File: src/rtl/function_unit_driver.sv
// Sequential front-end for the combinational function unit: registered operand
// drive, result/flag capture over a valid/ready response, and a 32-step shift-add MULU.
module function_unit_driver #(
   parameter int DATA_WIDTH    = 32,
   parameter int SHIFTER_WIDTH = 5
) (
   input  logic                     clk,
   input  logic                     rst_n,
   input  logic                     cmd_valid,
   output logic                     cmd_ready,
   input  logic [4:0]               cmd_op,
   input  logic [DATA_WIDTH-1:0]    cmd_a,
   input  logic [DATA_WIDTH-1:0]    cmd_b,
   input  logic [SHIFTER_WIDTH-1:0] cmd_sh,
   output logic [DATA_WIDTH-1:0]    fu_a,
   output logic [DATA_WIDTH-1:0]    fu_b,
   output logic [3:0]               fu_fs,
   output logic [SHIFTER_WIDTH-1:0] fu_sh,
   input  logic [DATA_WIDTH-1:0]    fu_result,
   input  logic                     fu_overflow,
   input  logic                     fu_carry,
   input  logic                     fu_negative,
   input  logic                     fu_zero,
   output logic                     rsp_valid,
   input  logic                     rsp_ready,
   output logic [DATA_WIDTH-1:0]    rsp_result,
   output logic [DATA_WIDTH-1:0]    rsp_hi,
   output logic [3:0]               rsp_flags
);

   localparam logic [4:0] OP_MULU   = 5'b10000;
   localparam logic [3:0] FS_PASS_A = 4'b0000;
   localparam logic [3:0] FS_ADD    = 4'b0010;
   localparam logic [3:0] FS_UNDEF  = 4'b1111;
   localparam int         CNT_W     = $clog2(DATA_WIDTH);
   localparam logic [CNT_W-1:0] CNT_LAST = CNT_W'(DATA_WIDTH - 1);

   typedef enum logic [1:0] {IDLE, EXEC, MUL, RESP} state_t;

   state_t                  state;
   logic [DATA_WIDTH-1:0]   lo;
   logic [CNT_W-1:0]        cnt;
   logic [DATA_WIDTH-1:0]   mul_hi;
   logic [DATA_WIDTH-1:0]   mul_lo;

   // Non-MULU codes with bit4 set select the function unit's undefined slot.
   function automatic logic [3:0] decode_fs(input logic [4:0] op);
      return op[4] ? FS_UNDEF : op[3:0];
   endfunction

   // Add the multiplicand only when the current multiplier bit is set.
   function automatic logic [3:0] step_fs(input logic bit0);
      return bit0 ? FS_ADD : FS_PASS_A;
   endfunction

   function automatic logic [3:0] mul_flags(input logic [DATA_WIDTH-1:0] hi,
                                            input logic [DATA_WIDTH-1:0] low);
      return {(hi != '0), 1'b0, hi[DATA_WIDTH-1], ({hi, low} == '0)};
   endfunction

   // The adder carry becomes the new MSB as the 64-bit accumulator shifts right.
   always_comb begin
      {mul_hi, mul_lo} = {fu_carry, fu_result, lo[DATA_WIDTH-1:1]};
   end

   assign cmd_ready = (state == IDLE);

   // fu_a doubles as the high accumulator and fu_b as the multiplicand during MUL.
   always_ff @(posedge clk or negedge rst_n) begin
      if (!rst_n) begin
         state      <= IDLE;
         lo         <= '0;
         cnt        <= '0;
         fu_a       <= '0;
         fu_b       <= '0;
         fu_fs      <= FS_PASS_A;
         fu_sh      <= '0;
         rsp_valid  <= 1'b0;
         rsp_result <= '0;
         rsp_hi     <= '0;
         rsp_flags  <= '0;
      end else begin
         case (state)
            IDLE: begin
               if (cmd_valid) begin
                  if (cmd_op == OP_MULU) begin
                     fu_a  <= '0;
                     fu_b  <= cmd_b;
                     fu_sh <= '0;
                     fu_fs <= step_fs(cmd_a[0]);
                     lo    <= cmd_a;
                     cnt   <= '0;
                     state <= MUL;
                  end else begin
                     fu_a  <= cmd_a;
                     fu_b  <= cmd_b;
                     fu_sh <= cmd_sh;
                     fu_fs <= decode_fs(cmd_op);
                     state <= EXEC;
                  end
               end
            end

            EXEC: begin
               rsp_result <= fu_result;
               rsp_hi     <= '0;
               rsp_flags  <= {fu_overflow, fu_carry, fu_negative, fu_zero};
               rsp_valid  <= 1'b1;
               fu_fs      <= FS_PASS_A;
               state      <= RESP;
            end

            MUL: begin
               fu_a <= mul_hi;
               lo   <= mul_lo;
               cnt  <= cnt + 1'b1;
               if (cnt == CNT_LAST) begin
                  rsp_hi     <= mul_hi;
                  rsp_result <= mul_lo;
                  rsp_flags  <= mul_flags(mul_hi, mul_lo);
                  rsp_valid  <= 1'b1;
                  fu_fs      <= FS_PASS_A;
                  state      <= RESP;
               end else begin
                  fu_fs <= step_fs(mul_lo[0]);
               end
            end

            RESP: begin
               if (rsp_ready) begin
                  rsp_valid <= 1'b0;
                  state     <= IDLE;
               end
            end

            default: state <= IDLE;
         endcase
      end
   end

endmodule
File: config.mk
export PLATFORM = sky130hd
export DESIGN_NAME = function_unit_driver
export DESIGN_NICKNAME = d
export VERILOG_FILES = /design/src/rtl/function_unit_driver.sv
export SDC_FILE = /design/constraint.sdc
export NUM_CORES = 1
export LEC_CHECK = 0
export BUFFER_PORTS_ARGS = -buffer_cell sky130_fd_sc_hd__buf_2
export CAP_MARGIN = 20
export CORE_UTILIZATION = 32
export CTS_CLUSTER_SIZE = 24
export DETAILED_ROUTE_END_ITERATION = 8
export GPL_ROUTABILITY_DRIVEN = 0
export HOLD_SLACK_MARGIN = 0.03
export PLACE_DENSITY = 0.53
export SYNTH_ARGS = -nofsm -noshare
export SYNTH_HDL_FRONTEND = slang
export SYNTH_SLANG_ARGS = --single-unit
File: constraint.sdc
create_clock -name clk -period 5.5 [get_ports clk]
set_input_delay 1.1 -clock clk [delete_from_list [all_inputs] [get_ports clk]]
set_output_delay 1.1 -clock clk [all_outputs]
set_load 0.05 [all_outputs]
==> out/qor.yml <==
grt_pass1_wl_mm: 37.0
routed_wl_mm: 23.5
yosys.area.top_type_share_pct: 56.2
worstSetupPathType: "flop to flop"
dp_hpwl_mm: 17.1
fin_skew_ns: 0.00711
cts.clk_slew.worst_paths_ns: 0.07
path_buf_inv: 2
clock_sinks: 180
synth_area_um2: 8010
regArea_um2: 4500
setup_violations: 0
n_antenna_cell: 0
cp-start-kind: "flop"
period_minus_slack_ns: 3.01
worst_pin_slew_ns: 0.839
vias: 6590
r2r-start: "state[0]"
ys_seq_area_share_pct: 56.2
cts_setup_buffers: 0
ctsHoldBuffers: 0
synthesis.nets: 953
yosys-top-cells-area: "dfrtp_1, nand2_1, mux2i_1"
grtUsageTotal_pct: 18.6
firstDrtPassIters: 5
dieArea_um2: 25700
grt_pass1_vias: 6466
die_y_um: 160
min_path_type: "flop to flop"
multi_input_area_um2: 3240
fp.dieW_um: 160
async_flop_share_pct: 100
pin_count: 257
post_cts_resized: 0
cp_max_fo: 57
remaining_drc_errors: 0
grt_max_degree: 100
cts_made_buffers: 17
ys_types: 48
fill_cells: 2463
synth_edf_count: 0
grt_remaining_overflow: 0
finalCritPeriodShare_pct: 54.6
yosysWarnings: 0
syn_area_per_cell_um2: 9.63
reg2reg_slack_ns: 2.49
clock_path_buffers: 2
hp-start: "fu_a[24]"
h-tree-depth: 4
fmax_ghz: 0.333
cp.arrival_ns: 3.36
cpMaxStageDelayCell: "buf_4"
maxCapViolCount: 0
ant_nets: 0
antenna_found_initial: 0
portBuffers: 256
layout-drive-gt1-share_pct: 29.2
rsz0062_at_grt: "false"
worst_slew_margin_rel_pct: 44.1
critPathLaunch: "state[0]"
clk_root_buffer_cell: "clkbuf_16"
synth_cells: 832
synth_ff_type: "dfrtp_1"
cpLargestDelayFamily: "buffers and inverters"
nets: 1186
slowest_delay_ns: 0.71
routedWlPerCell_um: 16.8
clock_latency_ns: 0.42
yosys.area.top_type: "dfrtp_1"
initial_core_util_pct: 32.8
num_rows: 57
status: "finished, final reports clean"
core_area_um2: 24500
areaGrowthSynthToFinish_pct: 27.1
cts_tree: "yes"
finalHoldViolCount: 0
via_per_inst: 4.70
end_kind: "flop"
path_cells: "inv_1 -> ha_4 -> buf_4 -> nor4b_1 -> nand4_1 -> or4_1 -> o21ai_1"
required_ns: 5.85
maxSlewViolCount: 0
dr.first_iter.drc_count: 406
finalSetupTns_ns: 0
ys_ff_latch: 180
==> kinds of logic after synthesis <==
group,Yosys count,synth area share [%]
multiplexers,65,8.18
AO/OA/AOI/OAI,190,13.7
flip-flops,180,56.2
adder cells (fa/ha/maj),7,1.09
AND/OR/NAND/NOR,327,17.0
buffers and inverters,63,3.76
==> sequential cells by signal (all words and copies together) (netlist names), 4 cells and up <==
| signal | flops |
|---|---|
| cnt | 5 |
| fu_a | 32 |
| fu_b | 32 |
| fu_fs | 4 |
| fu_sh | 5 |
| lo | 31 |
| rsp_flags | 4 |
| rsp_hi | 32 |
| rsp_result | 32 |
==> synth_stat cells, types with 2 or more instances <==
cell type / n
o221ai_2: 2
nor4_1: 14
o21ai_0: 105
clkbuf_2: 3
inv_1: 9
o31ai_1: 3
buf_4: 6
nand2_1: 244
dfrtp_1: 180
clkbuf_1: 18
and3_1: 2
o41ai_1: 3
nand3_1: 6
a21boi_0: 32
nor2_1: 39
o22ai_1: 2
buf_2: 25
nor2b_1: 2
a21oi_1: 35
or3_1: 2
nand4_1: 3
mux2i_1: 63
ha_1: 7
nor3_1: 3
==> worst paths after layout <==
kind,to,cells after the start
worst min register to register,fu_a[24],2
max in group asynchronous,lo[5],2
worst max register to register,rsp_flags[0],7
worst max-delay path,rsp_flags[0],7
min in group asynchronous,fu_b[19],1
worst min-delay path,fu_a[24],2
==> final cells by class <==
| type | count | area share [%] |
|---|---|---|
| flip-flops and latches | 180 | 44.2 |
| multi-input cells | 589 | 31.8 |
| repair buffers | 267 | 13.9 |
| clock buffers | 19 | 4.35 |
| well taps | 324 | 3.98 |
| clock inverters | 12 | 1.40 |
| inverters | 10 | 0.369 |
==> cell usage in the layout (no fill, tap or decap), types with 8 or more instances in the layout <==
cell	instances
buf_4	8
dfrtp_1	180
clkbuf_16	17
o21ai_0	105
nor2_1	39
a21boi_0	32
a21oi_1	34
inv_1	9
nand2_1	244
buf_2	255
nor4_1	14
mux2i_1	63
==> per-layer routing <==
layer	GRT usage [%]	vias up	share of wire, %
met5	0	-	0
li1	-	3288	-
met1	25.3	3050	47
met4	5.63	0	1.5
met3	4.49	19	6.4
met2	29.2	233	45
==> worst min-delay path: cells and delay by family (launching register included) <==
family | cells | cell delay (ns)
simple gates | 1 | 0.04
compound gates | 1 | 0.06
flops | 1 | 0.34
==> through the flow <==
stage	hold WS, ns	setup slack [ns]	utilization [%]	area, µm²	cells
6_report	0.472	2.49	41.6	10200	1401
3_3_place_gp	0.452	2.45	39.1	9550	1368
2_1_floorplan	0.514	3.32	-	8010	832
5_1_grt	0.488	2.18	41.6	10200	1401
4_1_cts	0.477	2.35	41.6	10200	1400
3_5_place_dp	0.459	2.37	39.2	9580	1369
Power is left out: the tool's default activity adds up to more than one toggle a clock period on the data nets, which glitch-free logic cannot reach.
